<file path="src/rtl/usb4_lane_deskew_if.sv">
// Lane-side and aligned-side signal bundle for the USB4 lane deskew buffer.
// The receiver front end drives the master side; the deskew block is the slave.
interface usb4_lane_deskew_if #(
  parameter int NUM_LANES = 2,
  parameter int DATA_W    = 8,
  parameter int DEPTH     = 8
);
  logic                          en;
  logic [NUM_LANES*DATA_W-1:0]   lane_data_in;
  logic [NUM_LANES-1:0]          lane_valid_in;
  logic [NUM_LANES*DATA_W-1:0]   data_out;
  logic                          valid_out;
  logic                          aligned;
  logic                          skew_err;
  logic [$clog2(DEPTH):0]        skew_value;

  modport master (
    output en, lane_data_in, lane_valid_in,
    input  data_out, valid_out, aligned, skew_err, skew_value
  );

  modport slave (
    input  en, lane_data_in, lane_valid_in,
    output data_out, valid_out, aligned, skew_err, skew_value
  );
endinterface

</file>
<file path="src/rtl/usb4_lane_deskew.sv">
// N-lane deskew buffer: aligns all lanes on a marker symbol using per-lane
// FIFOs, then pops one symbol per lane per cycle as a lane-aligned word.
module usb4_lane_deskew #(
  parameter int                NUM_LANES = 2,
  parameter int                DATA_W    = 8,
  parameter int                DEPTH     = 8,
  parameter logic [DATA_W-1:0] MARKER    = DATA_W'('hF0)
) (
  input logic                clk,
  input logic                rst_n,
  usb4_lane_deskew_if.slave  bus
);

  localparam int AW = $clog2(DEPTH);
  localparam int PW = AW + 1;
  localparam logic [PW-1:0] DEPTH_P = PW'(DEPTH);

  typedef enum logic [1:0] {IDLE, HUNT, ALIGNED, ERROR} state_t;

  state_t                      state_q, state_d;
  logic [DATA_W-1:0]           mem [NUM_LANES][DEPTH];
  logic [PW-1:0]               wr_ptr_q [NUM_LANES];
  logic [PW-1:0]               rd_ptr_q [NUM_LANES];
  logic [NUM_LANES-1:0]        captured_q, captured_d;
  logic [NUM_LANES-1:0]        push, empty, full;
  logic                        pop, flush, overflow, load_skew;
  logic [PW-1:0]               skew_cnt_q, skew_cnt_d, cur_skew;
  logic [NUM_LANES*DATA_W-1:0] head_data;

  always_comb begin
    empty     = '0;
    full      = '0;
    head_data = '0;
    for (int unsigned i = 0; i < NUM_LANES; i++) begin
      empty[i] = (wr_ptr_q[i] == rd_ptr_q[i]);
      full[i]  = (wr_ptr_q[i][AW] != rd_ptr_q[i][AW]) &&
                 (wr_ptr_q[i][AW-1:0] == rd_ptr_q[i][AW-1:0]);
      head_data[i*DATA_W +: DATA_W] = mem[i][rd_ptr_q[i][AW-1:0]];
    end
  end

  always_comb begin
    state_d    = state_q;
    captured_d = captured_q;
    push       = '0;
    pop        = 1'b0;
    flush      = 1'b0;
    overflow   = 1'b0;
    load_skew  = 1'b0;
    skew_cnt_d = skew_cnt_q;
    // Skew seen by the current cycle: 0 on the first capture cycle, then one
    // more for every cycle since; a lane capturing now lands exactly on it.
    cur_skew   = (|captured_q) ? skew_cnt_q + 1'b1 : '0;

    case (state_q)
      IDLE: begin
        flush      = 1'b1;
        captured_d = '0;
        state_d    = HUNT;
      end
      HUNT: begin
        for (int unsigned i = 0; i < NUM_LANES; i++) begin
          if (bus.lane_valid_in[i] &&
              (captured_q[i] || bus.lane_data_in[i*DATA_W +: DATA_W] == MARKER)) begin
            push[i]       = 1'b1;
            captured_d[i] = 1'b1;
          end
        end
        if (|captured_d) skew_cnt_d = cur_skew;
        overflow = |(push & full);
        if (cur_skew == DEPTH_P || overflow) begin
          state_d = ERROR;
        end else if (&captured_d) begin
          state_d   = ALIGNED;
          load_skew = 1'b1;
        end
      end
      ALIGNED: begin
        push     = bus.lane_valid_in;
        pop      = ~|empty;
        overflow = !pop && |(push & full);
        if (overflow) state_d = ERROR;
      end
      default: begin
        flush = 1'b1;
      end
    endcase

    if (state_d == ERROR) begin
      flush      = 1'b1;
      push       = '0;
      pop        = 1'b0;
      load_skew  = 1'b0;
      captured_d = '0;
    end

    if (!bus.en) begin
      state_d    = IDLE;
      flush      = 1'b1;
      push       = '0;
      pop        = 1'b0;
      load_skew  = 1'b0;
      captured_d = '0;
    end
  end

  always_ff @(posedge clk or negedge rst_n) begin
    if (!rst_n) state_q <= IDLE;
    else        state_q <= state_d;
  end

  always_ff @(posedge clk or negedge rst_n) begin
    if (!rst_n) begin
      captured_q     <= '0;
      skew_cnt_q     <= '0;
      bus.skew_value <= '0;
      bus.data_out   <= '0;
      bus.valid_out  <= 1'b0;
      bus.aligned    <= 1'b0;
      bus.skew_err   <= 1'b0;
      for (int unsigned i = 0; i < NUM_LANES; i++) begin
        wr_ptr_q[i] <= '0;
        rd_ptr_q[i] <= '0;
      end
    end else begin
      captured_q    <= captured_d;
      skew_cnt_q    <= flush ? '0 : skew_cnt_d;
      bus.valid_out <= pop;
      bus.aligned   <= (state_d == ALIGNED);
      bus.skew_err  <= (state_d == ERROR);
      for (int unsigned i = 0; i < NUM_LANES; i++) begin
        if (flush) begin
          wr_ptr_q[i] <= '0;
          rd_ptr_q[i] <= '0;
        end else begin
          if (push[i]) wr_ptr_q[i] <= wr_ptr_q[i] + 1'b1;
          if (pop)     rd_ptr_q[i] <= rd_ptr_q[i] + 1'b1;
        end
      end
      if (!bus.en) begin
        bus.data_out   <= '0;
        bus.skew_value <= '0;
      end else begin
        if (pop)       bus.data_out   <= head_data;
        if (load_skew) bus.skew_value <= cur_skew;
      end
    end
  end

  always_ff @(posedge clk) begin
    for (int unsigned i = 0; i < NUM_LANES; i++) begin
      if (push[i]) mem[i][wr_ptr_q[i][AW-1:0]] <= bus.lane_data_in[i*DATA_W +: DATA_W];
    end
  end

endmodule

</file>
<file path="src/flat_wrapper.sv">
// flat-port wrapper written by rule: the top's interface ports become plain ports
module usb4_lane_deskew_flat 
#(
  parameter int                NUM_LANES = 2,
  parameter int                DATA_W    = 8,
  parameter int                DEPTH     = 8,
  parameter logic [DATA_W-1:0] MARKER    = DATA_W'('hF0)
)
  (clk, rst_n, bus_en, bus_lane_data_in, bus_lane_valid_in, bus_data_out, bus_valid_out, bus_aligned, bus_skew_err, bus_skew_value);
  usb4_lane_deskew_if #(.NUM_LANES(NUM_LANES), .DATA_W(DATA_W), .DEPTH(DEPTH)) bus_i ();
  input logic clk;
  input logic rst_n;
  input wire logic [$bits(bus_i.en)-1:0] bus_en;
  input wire logic [$bits(bus_i.lane_data_in)-1:0] bus_lane_data_in;
  input wire logic [$bits(bus_i.lane_valid_in)-1:0] bus_lane_valid_in;
  output wire logic [$bits(bus_i.data_out)-1:0] bus_data_out;
  output wire logic [$bits(bus_i.valid_out)-1:0] bus_valid_out;
  output wire logic [$bits(bus_i.aligned)-1:0] bus_aligned;
  output wire logic [$bits(bus_i.skew_err)-1:0] bus_skew_err;
  output wire logic [$bits(bus_i.skew_value)-1:0] bus_skew_value;
  assign bus_i.en = bus_en;
  assign bus_i.lane_data_in = bus_lane_data_in;
  assign bus_i.lane_valid_in = bus_lane_valid_in;
  assign bus_data_out = bus_i.data_out;
  assign bus_valid_out = bus_i.valid_out;
  assign bus_aligned = bus_i.aligned;
  assign bus_skew_err = bus_i.skew_err;
  assign bus_skew_value = bus_i.skew_value;
  usb4_lane_deskew #(.NUM_LANES(NUM_LANES), .DATA_W(DATA_W), .DEPTH(DEPTH), .MARKER(MARKER)) u_core (.clk(clk), .rst_n(rst_n), .bus(bus_i));
endmodule
</file>
<file path="config.mk">
export PLATFORM = sky130hd
export DESIGN_NAME = usb4_lane_deskew_flat
export DESIGN_NICKNAME = d
export VERILOG_FILES = /design/src/rtl/usb4_lane_deskew_if.sv /design/src/rtl/usb4_lane_deskew.sv /design/src/flat_wrapper.sv
export SDC_FILE = /design/constraint.sdc
export NUM_CORES = 1
export LEC_CHECK = 0
export CAP_MARGIN = 20
export CORE_MARGIN = 8
export CORE_UTILIZATION = 45
export DETAILED_ROUTE_END_ITERATION = 6
export DONT_BUFFER_PORTS = 1
export PLACE_DENSITY = 0.64
export SYNTH_ARGS = -nofsm -noshare
export SYNTH_HDL_FRONTEND = slang
export SYNTH_SLANG_ARGS = --single-unit
</file>
<file path="constraint.sdc">
create_clock -name clk -period 5 [get_ports clk]
set_input_delay 0.25 -clock clk [delete_from_list [all_inputs] [get_ports clk]]
set_output_delay 0.25 -clock clk [all_outputs]
set_load 0.02 [all_outputs]
</file>
# Word-level counts from Yosys, hierarchy flattened
# Memory sizes are Yosys's and may differ from the RTL's.
# Cells that the tools add are included.
dict set report word_totals {
  reg_bits 47
  ram_bits 128
  in_bits 21
  output_inout_bits 23
  elab_cells 132
  mem_count 1
}
dict set report op_classes {
  n_addsub 5
  n_lt_le_gt_ge 6
  eq_ne 17
  n_mux 60
  bitwise 6
  reduce_logical 25
}
# name depth width read_ports rd_ports_with_merged_regs wr line_no
set mem_list {}
lappend mem_list {u_core.mem 2 64 2 0 2 usb4_lane_deskew.sv:21} ;# logic [DATA_W-1:0] mem [NUM_LANES][DEPTH];
# operator n
set op_table {}
lappend op_table {{2-to-1 mux 64 bit} 2}
lappend op_table {{2-to-1 mux 4 bit} 14}
lappend op_table {{binary-select mux 8 bit (select 3 bit)} 2}
lappend op_table {{demux 8 bit (select 3 bit)} 2}
lappend op_table {{2-to-1 mux 8 bit} 6}
lappend op_table {{2-to-1 mux 16 bit} 2}
lappend op_table {{2-to-1 mux 1 bit} 21}
lappend op_table {{adder 4 x 1 -> 4 bit, second input constant} 5}
lappend op_table {{equality test 8 bit, second input constant} 2}
lappend op_table {{greater-or-equal comparator 4 bit, second input constant} 4}
lappend op_table {{2-to-1 mux 2 bit} 8}
lappend op_table {{inverter 3 -> 4 bit} 4}
lappend op_table {{OR reduction 2 bit} 6}
lappend op_table {{nonzero test 2 bit} 5}
lappend op_table {{equality test 2 bit, second input constant} 4}
lappend op_table {{equality test 4 bit} 2}
lappend op_table {{< comparator 4 x 1 -> 1 bit, second input constant} 2}
lappend op_table {{one-hot mux 2 bit (2 select lines)} 2}
lappend op_table {{logical AND 1 bit} 7}
lappend op_table {{equality test 3 bit} 2}
lappend op_table {{one-hot mux 2 bit (3 select lines)} 1}
lappend op_table {{bitwise AND 2 bit} 2}
lappend op_table {{equality test 4 bit, second input constant} 1}
lappend op_table {{!= test 2 x 1 -> 1 bit, second input constant} 2}
lappend op_table {{7 further kinds} 11}

# Longest topological paths before layout
# Gate-level depths: netlist (run 1).
dict set report logic_depth {
  ltp_word 15
  mapped_depth 10
  ltp_nobuf 8
}

# Worst setup path before layout (run 1)
# No wires, ideal clock.
dict set report synth_path {
  path_kind {reg2reg}
  from {register u_core.skew_cnt_q[0]}
  to {memory u_core.mem[0][64] in the netlist's numbering (enable)}
  setup_ps 383
  arrival_time_ps 2609
  required_ps 4617
  setup_slack_ps 2007
  path_stages_with_launch 11
  path_buffers 2
  period_less_slack_ps 2993
  path_cell_list {dfrtp_1 -> ha_1 -> xnor2_1 -> a21o_1 -> and3_4 -> o311ai_4 -> a31o_1 -> buf_6 -> nand3_2 -> buf_4 -> nor3_1}
}
# element line_no
set synth_lines {}
lappend synth_lines {{start: declaration} usb4_lane_deskew.sv:27} ;# logic [PW-1:0] skew_cnt_q, skew_cnt_d, cur_skew;
lappend synth_lines {{start signal: assignment} usb4_lane_deskew.sv:127} ;# skew_cnt_q <= flush ? '0 : skew_cnt_d;
lappend synth_lines {{end: declaration} usb4_lane_deskew.sv:21}

==> results of run 1 <==
-- metal layers --
layer | global-route usage (%) | vias up | wire [µm]
met3 | 3.77 | 21 | 827
met2 | 24.4 | 98 | 7840
li1 | - | 1909 | -
met5 | 0 | - | 0
met4 | 5.72 | 0 | 246
met1 | 18.9 | 2164 | 6720
-- Yosys cell counts (11+ instances only) --
| library cell | n | area (µm²) |
|---|---|---|
| dfrtp_1 | 47 | 1180 |
| mux2i_1 | 19 | 190 |
| nand2_1 | 20 | 75.1 |
| xnor2_1 | 16 | 140 |
| a311oi_2 | 12 | 180 |
| nor3_1 | 12 | 60.1 |
| a21oi_1 | 28 | 140 |
| inv_1 | 11 | 41.3 |
| mux4_2 | 32 | 721 |
| nor2_1 | 29 | 109 |
| edfxtp_1 | 128 | 3840 |
-- worst min-delay path, stage by stage --
cell	delay, ns
nor4_4	0.03
nand4_1	0.08
a21oi_1	0.06
-- flip-flops by register name, summed over array words and instances (netlist names) --
register,flops
u_core.bus.aligned,1
u_core.bus.data_out,16
u_core.bus.skew_err,1
u_core.bus.skew_value,4
u_core.bus.valid_out,1
u_core.captured_q,2
u_core.mem,128
u_core.rd_ptr_q,8
u_core.skew_cnt_q,4
u_core.state_q,2
u_core.wr_ptr_q,8
-- cell type report --
class | count | area (µm²) | area share, %
Inverter | 11 | 41.3 | 0.472
Timing Repair Buffer | 38 | 358 | 4.09
Clock inverter | 15 | 173 | 1.97
Sequential cell | 175 | 5020 | 57.3
Clock buffer | 17 | 425 | 4.86
Tap cell | 220 | 275 | 3.14
Multi-Input combinational cell | 261 | 2460 | 28.1
-- logic make-up after synthesis --
group,count (synthesis),synth area share [%]
AOI/OAI and AO/OA,76,8.21
DFF,175,65.3
adders and majority gates,10,1.63
xor gates and xnor gates,22,2.51
muxes,52,12.0
and+or+nand+nor,101,7.70
buffers and inverters,38,2.62
-- power breakdown --
part           switching (mW)  total, mW  internal, mW
sequential            0.00101       1.56          1.56
combinational          0.0439     0.0642        0.0203
clock                   0.577       1.33         0.751
total                   0.622       2.95          2.33
-- stage by stage --
stage | instances | cell area [µm²] | util (%) | setup slack [ns]
floorplan | 474 | 7680 | - | 2.01
global placement | 684 | 7930 | 47.6 | 1.51
detailed placement | 684 | 7930 | 47.6 | 1.43
CTS | 735 | 8730 | 52.5 | 1.40
global route | 737 | 8750 | 52.6 | 1.29
finish | 737 | 8750 | 52.6 | 1.50
-- worst paths after layout --
check	from	slack [ns]	end
worst max-delay path	u_core.rd_ptr_q[2]$_DFFE_PN0P_	1.50	u_core.mem[0][105]$_DFFE_PP_
worst min-delay path	bus_lane_data_in[10]	0.03	u_core.captured_q[1]$_DFFE_PN0P_
worst max register to register	u_core.rd_ptr_q[2]$_DFFE_PN0P_	1.50	u_core.mem[0][105]$_DFFE_PP_
worst min register to register	u_core.skew_cnt_q[3]$_DFFE_PN0P_	0.55	u_core.skew_cnt_q[3]$_DFFE_PN0P_
max in group asynchronous	rst_n	4.43	u_core.bus.data_out[13]$_DFFE_PN0P_
min in group asynchronous	rst_n	0.35	u_core.bus.skew_value[0]$_DFFE_PN0P_
==> results_dict.tcl, run 1 <==
set metrics [dict create \
    status "complete, no violations" \
    synth_warnings 0 \
    cts.clk_slew.worst_paths_ns 0.07 \
    fin_crit_ns 3.50 \
    dieArea_mm2 0.0215 \
    cts-resized-gates 0 \
    path_class "reg2reg" \
    dp_hpwl_um 10000 \
    final_common_cell "edfxtp_1" \
    clock-skew-final_ns 0.00787 \
    final.fill_count 1321 \
    n_antenna_cell 0 \
    grt_pass1_wl_um 24500 \
    insertion_delay_ns 0.43 \
    path_cells "xnor2_1, nand3_2, nor3b_4, o41ai_4, a31o_1, nand3_2, nor4_2" \
    wl_um 15600 \
    holdWs_ns 0.0307 \
    cts_buffers 17 \
    end_kind "register" \
    peakVddDrop_mv 0.247 \
    core_area_mm2 0.0166 \
    worstMarginPinSlew_ns 0.973 \
    firstDrtPassIters 5 \
    holdPathStages 3 \
    finalHoldViolCount 0 \
    syn-cell-area_mm2 0.00768 \
    syn_nets 505 \
    worstPathMaxFanout 19 \
    crit_top_cell "nand3_2" \
    drv_cap 0 \
    antenna_found_initial 0 \
    synth-seq-area-share_pct 65.3 \
    synth.distinct_cells 53 \
    grt_overflow 0 \
    port_buffers 0 \
    grt.total_usage_pct 15.0 \
    period_share_pct 70.1 \
    synth-main-ff-cell "edfxtp_1" \
    cts.sinks 175 \
    globalplace.congestion 0.884 \
    grt_max_degree 48 \
    post_cts_buffers 0 \
    cp_data_required_time_ns 5.05 \
    finalSetupTns_ns 0 \
    slew_violations 0 \
    ant_nets 0 \
    syn_inst 474 \
    drive_gt1_share_pct 22.4 \
    critical_path.top_delay_family "simple AND/OR/NAND/NOR gates" \
    cp.depth 7 \
    synth_edf_count 128 \
    rsz0062_at_grt "false" \
    wl_per_cell_um 21.2 \
    num_vias 4192 \
    io_pins 44 \
    vias_per_cell 5.69 \
    slowest_stage "nor4_2" \
    finalNetCount 535 \
    ctsHoldBuffers 19 \
    final_cell_mix "edfxtp_1 (128), dfrtp_1 (47), mux4_2 (32)" \
    min_path_type "in2reg" \
    slowest_delay_ns 0.94 \
    ys_seq_elements 175 \
    powerDensity_mw_per_mm2 337 \
    async_flop_share_pct 26.9 \
    maxClockFrequency_mhz 285 \
    maxSlewHeadroom_pct 34.6 \
    areaGrowthSynthToFinish_pct 13.9 \
    start_kind "register" \
    crit_buf_inv 0 \
    cts_root_buf "clkbuf_16" \
    arrival_ns 3.55 \
    cts_tree "yes" \
    start_util_pct 46.2 \
    clk_path_buf_depth 2 \
    drtIter0Drc 229 \
    setup_viol 0 \
    drc 0 \
    grt_pass1_vias 4219 \
    finalPower_mw 2.95 \
    avgSynthCellArea_um2 16.2 \
    rr_worst_depth 7 \
    die_w_um 147 \
    num_rows 47 \
    htreeDepth 4 \
    die_h_um 147 \
    cellLeakagePower_nw 2.89 \
]
No activity file was read; power rests on OpenSTA's default activity.
==> run 2: changes to the inputs <==
clock period = 3.58 ns   (was 5 ns; I/O delays follow)
==> run 2 against run 1 <==
  * First-iteration DRC count rose by 13%
  * Sequential power rose by 40%
  * Routed wire length rose by 2.9%
  * Core utilization rose by 0.83 points
  * Critical path type unchanged
==> results_dict.tcl, run 2 (synthesized netlist as in run 1, its figures left out) <==
set metrics [dict create \
    drc 0 \
    grt_pass1_wl_um 25700 \
    arrival_ns 3.07 \
    num_rows 47 \
    clk_path_buf_depth 2 \
    htreeDepth 4 \
    end_kind "register" \
    status "complete, no violations" \
    final_common_cell "edfxtp_1" \
    post_cts_buffers 0 \
    drive_gt1_share_pct 23.9 \
    path_cells "ha_1, xnor2_1, a21o_1, and3_4, o311ai_4, a31oi_1, or3_1, nor3_1, buf_4" \
    drtIter0Drc 258 \
    rsz0062_at_grt "false" \
    cts.clk_slew.worst_paths_ns 0.08 \
    slew_violations 0 \
    globalplace.congestion 0.800 \
    port_buffers 0 \
    grt_overflow 0 \
    dp_hpwl_um 10400 \
    die_w_um 147 \
    largest_register_ffs 128 \
    slowest_stage "dfrtp_1" \
    period_share_pct 81.8 \
    vias_per_cell 5.69 \
    postPlaceCellArea_mm2 0.00801 \
    maxSlewHeadroom_pct 40.6 \
    ant_nets 0 \
    path_class "reg2reg" \
    cp-startpoint "u_core.skew_cnt_q[0]$_DFFE_PN0P_" \
    ctsHoldBuffers 20 \
    finalHoldViolCount 0 \
    slowest_delay_ns 0.45 \
    grt.total_usage_pct 15.6 \
    worstPathMaxFanout 8 \
    rr_startpoint "u_core.skew_cnt_q[0]$_DFFE_PN0P_" \
    start_util_pct 46.2 \
    fin_area_mm2 0.00889 \
    finalSetupTns_ns 0 \
    drv_cap 0 \
    wl_um 16100 \
    cts-resized-gates 0 \
    layoutNonFillerInstCount 749 \
    cts.sinks 175 \
    start_kind "register" \
    cts_buffers 17 \
    min_from "bus_en" \
    areaGrowthSynthToFinish_pct 15.7 \
    core_area_mm2 0.0166 \
    finalPower_mw 4.20 \
    peakVddDrop_mv 0.355 \
    cellLeakagePower_nw 2.97 \
    setup_viol 0 \
    clock-skew-final_ns 0.0102 \
    antenna_found_initial 1 \
    cts_tree "yes" \
    dp.cells 695 \
    io_pins 44 \
    firstDrtPassIters 6 \
    cp_data_required_time_ns 3.72 \
    fin_crit_ns 2.93 \
    maxClockFrequency_mhz 341 \
    grt_pass1_vias 4356 \
    grt_max_degree 48 \
    dieArea_mm2 0.0215 \
    finalNetCount 546 \
    worstMarginPinSlew_ns 0.891 \
    wl_per_cell_um 21.5 \
    fin_util_pct 53.4 \
    final_cell_mix "edfxtp_1 (128), dfrtp_1 (47), mux4_2 (32)" \
    cts_root_buf "clkbuf_16" \
    insertion_delay_ns 0.43 \
    final.fill_count 1334 \
    min_path_type "in2reg" \
    die_h_um 147 \
    powerDensity_mw_per_mm2 472 \
    num_vias 4261 \
]
## run 2: power by group
group	switching, mW	internal, mW
logic	0.0647	0.0321
registers	0.00125	2.18
clock network	0.895	1.02
total	0.961	3.23
## run 2: metal layers
layer	global-route usage, %	routed length, µm
met1	20.6	7140
met2	24.3	7930
met3	4.60	821
met5	0	0
met4	4.79	204
## run 2: stage by stage
stage | setup slack (ns) | hold WS [ns]
2_1_floorplan | 0.587 | -0.117
3_3_place_gp | 0.772 | -0.115
3_5_place_dp | 0.731 | -0.115
4_1_cts | 0.693 | 0.0136
5_1_grt | 0.475 | 0.0172
6_report | 0.650 | 0.0207
## run 2: critical path: cells and delay by family (launching register included)
family,cells,cell delay (ns)
AND/OR/NAND/NOR,3,0.80
AO/OA/AOI/OAI,3,0.77
flip-flops,1,0.45
adder cells (fa/ha/maj),1,0.26
buffers and inverters,1,0.21
XOR/XNOR,1,0.15
## run 2: area by class of cell
cell class | count | area [µm²] | share of cell area [%]
Timing Repair Buffer | 49 | 455 | 5.12
Multi-Input combinational cell | 261 | 2460 | 27.7
Inverter | 11 | 41.3 | 0.464
Sequential cell | 175 | 5020 | 56.5
Clock buffer | 17 | 425 | 4.78
Clock inverter | 15 | 210 | 2.36
Antenna cell | 1 | 2.50 | 0.0281
Tap cell | 220 | 275 | 3.10
## run 2: path summary, 6_finish.rpt
kind | cells past startpoint | slack [ns] | endpoint
worst max-delay path | 9 | 0.65 | u_core.mem[0][120]$_DFFE_PP_
worst min-delay path | 2 | 0.02 | u_core.captured_q[1]$_DFFE_PN0P_
worst max register to register | 9 | 0.65 | u_core.mem[0][120]$_DFFE_PP_
worst min register to register | 2 | 0.55 | u_core.skew_cnt_q[3]$_DFFE_PN0P_
max in group asynchronous | 2 | 3.09 | u_core.wr_ptr_q[4]$_DFFE_PN0P_
min in group asynchronous | 2 | 0.27 | u_core.bus.skew_value[3]$_DFFE_PN0P_
==> run 3: changes to the inputs <==
ABC_AREA = 1   (was not set)
PLACE_DENSITY = 0.66   (was 0.64)
clock period = 2.6 ns   (was 3.58 ns; I/O delays follow)
==> run 3 against run 2 <==
  * Sequential share of layout area fell by 2.9 points
  * Clock-buffer cell count did not move
  * Routed wire length rose by 17%
  * Register-to-register slack got worse by 0.61 ns
  * Combinational power rose by 72%
  * Power rose by 37%
  * Die area rose by 2.6%
  * Critical path type unchanged
==> results_dict.tcl, run 3 <==
set metrics [dict create \
    avgSynthCellArea_um2 11.0 \
    synth_top_area_share_pct 48.6 \
    path_class "reg2reg" \
    cellLeakagePower_nw 3.63 \
    drive_gt1_share_pct 20.3 \
    slowest_delay_ns 0.47 \
    period_share_pct 98.4 \
    ys_seq_elements 175 \
    grt_overflow 0 \
    syn_inst 716 \
    arrival_ns 2.63 \
    dp_hpwl_um 12300 \
    slowest_stage "nor2_2" \
    crit_buf_inv 1 \
    wl_um 18800 \
    areaGrowthSynthToFinish_pct 18.5 \
    grt_max_degree 48 \
    synth_edf_count 128 \
    io_pins 44 \
    synth.distinct_cells 37 \
    status "complete, no violations" \
    grt.total_usage_pct 17.4 \
    port_buffers 0 \
    wl_per_cell_um 18.7 \
    cts_tree "yes" \
    synth_area_leader_cell "edfxtp_1" \
    critical_path.top_delay_family "simple AND/OR/NAND/NOR gates" \
    dieArea_mm2 0.0221 \
    finalNetCount 801 \
    antenna_found_initial 2 \
    rsz0062_at_grt "true" \
    grt_pass1_vias 5381 \
    multiInputGateArea_mm2 0.00258 \
    firstDrtPassIters 5 \
    synth-seq-area-share_pct 63.5 \
    vias_per_cell 5.46 \
    peakVddDrop_mv 0.522 \
    worstMarginPinSlew_ns 0.639 \
    finalPower_mw 5.76 \
    cts_buffers 17 \
    die_w_um 149 \
    insertion_delay_ns 0.43 \
    syn_nets 747 \
    die_h_um 149 \
    cts_root_buf "clkbuf_16" \
    finalHoldViolCount 0 \
    async_flop_share_pct 26.9 \
    synth-main-ff-cell "edfxtp_1" \
    maxClockFrequency_mhz 391 \
    cp_data_required_time_ns 2.67 \
    final_cell_mix "edfxtp_1 (128), nor2_1 (97), o21ai_0 (88)" \
    syn-cell-area_mm2 0.00791 \
    crit_top_cell "nor2_2" \
    cts.clk_slew.worst_paths_ns 0.07 \
    fin_crit_ns 2.56 \
    final.fill_count 1426 \
    worst_slack_ns 0.0429 \
    grt_pass1_wl_um 29500 \
    place_ws_ns -0.110 \
    final_common_cell "edfxtp_1" \
    path_cells "ha_1, o21ai_1, nand2_1, nor2_2, inv_1, nand3_2, nor2_2, nor2_2, nor2_2, nor2_4, nand2_4, nand4_1, nor2_2" \
    yosysMostFrequentCell "edfxtp_1" \
    num_rows 48 \
    regArea_mm2 0.00502 \
    worstPathMaxFanout 8 \
    end_kind "register" \
    finalSetupTns_ns 0 \
    core_area_mm2 0.0172 \
    netlist_top_cells_count "edfxtp_1 (128), nor2_1 (103), o21ai_0 (88), nand2_1 (86), dfrtp_1 (47)" \
    powerDensity_mw_per_mm2 615 \
    slew_violations 0 \
    setup_viol 0 \
    num_vias 5514 \
    start_util_pct 45.9 \
    min_path_type "in2reg" \
    clk_path_buf_depth 2 \
    globalplace.congestion 0.903 \
    synth_warnings 0 \
    cts.sinks 175 \
    drc 0 \
    ant_nets 0 \
    largest_register_ffs 128 \
    drtIter0Drc 432 \
    drv_cap 0 \
    start_kind "register" \
    ys_top_cells_by_area "edfxtp_1 (49%), dfrtp_1 (15%), o21ai_0 (5.6%)" \
    htreeDepth 4 \
    clock-skew-final_ns 0.00998 \
    maxSlewHeadroom_pct 57.1 \
]
[run 3: area by class of cell]
type | instances | area share (%)
Antenna cell | 1 | 0.0267
Clock buffer | 17 | 4.54
Clock inverter | 15 | 2.07
Inverter | 51 | 2.10
Multi-Input combinational cell | 454 | 27.5
Sequential cell | 175 | 53.6
Tap cell | 225 | 3.00
Timing Repair Buffer | 71 | 7.17
[run 3: kinds of logic after synthesis]
logic type	Yosys count	share of synthesized area, %
xor gates and xnor gates	11	1.31
and+or+nand+nor	283	17.0
AOI/OAI and AO/OA	150	11.3
buffers and inverters	87	5.30
DFF	175	63.5
adders and majority gates	10	1.58
[run 3: where the power goes]
group / internal (mW) / total, mW / switching (mW)
Sequential: 3.00 / 3.00 / 0.00201
Combinational: 0.0543 / 0.167 / 0.113
Clock: 1.39 / 2.59 / 1.20
[run 3: final timing paths]
kind                                             startpoint                                 end  slack [ns]  cells after the start
max in group asynchronous                             rst_n      u_core.wr_ptr_q[5]$_DFFE_PN0P_        2.12                      2
hold reg to reg            u_core.skew_cnt_q[3]$_DFFE_PN0P_    u_core.skew_cnt_q[3]$_DFFE_PN0P_        0.56                      2
setup / recovery           u_core.skew_cnt_q[0]$_DFFE_PN0P_         u_core.mem[0][18]$_DFFE_PP_        0.04                     13
setup reg to reg           u_core.skew_cnt_q[0]$_DFFE_PN0P_         u_core.mem[0][18]$_DFFE_PP_        0.04                     13
hold / removal                                       bus_en  u_core.bus.data_out[9]$_DFFE_PN0P_        0.05                      3
min in group asynchronous                             rst_n  u_core.bus.data_out[3]$_DFFE_PN0P_        0.23                      2
[run 3: stage by stage]
stage / area (µm²) / std cells / hold slack [ns] / util (%)
2_1_floorplan: 7910 / 716 / -0.166 / -
3_3_place_gp: 8270 / 944 / -0.164 / 48.0
3_5_place_dp: 8270 / 944 / -0.164 / 48.0
4_1_cts: 9170 / 997 / 0.0320 / 53.2
5_1_grt: 9370 / 1008 / 0.0564 / 54.3
6_report: 9370 / 1009 / 0.0469 / 54.4
[run 3: worst register-to-register path, cell delays in order (launching register included)]
cell and delay [ns]:
dfrtp_1 0.40, ha_1 0.31, o21ai_1 0.08, nand2_1 0.08, nor2_2 0.05, inv_1 0.06
nand3_2 0.11, nor2_2 0.12, nor2_2 0.04, nor2_2 0.12, nor2_4 0.05, nand2_4 0.07
nand4_1 0.25, nor2_2 0.47
[run 3: timing repair]
action,4_1_cts,5_1_grt
hold buffers,21,0
resized for setup,10,15
pin swaps,0,6
hold endpoints to repair,188,0
setup endpoints to repair,112,148
buffers inserted,0,11
[run 3: routing by layer]
layer | up-vias | global-route usage [%] | wire [µm]
li1 | 2614 | - | -
met1 | 2699 | 22.6 | 8030
met4 | 2 | 6.43 | 306
met2 | 178 | 27.8 | 9280
met5 | - | 0 | 10
met3 | 21 | 4.28 | 1200
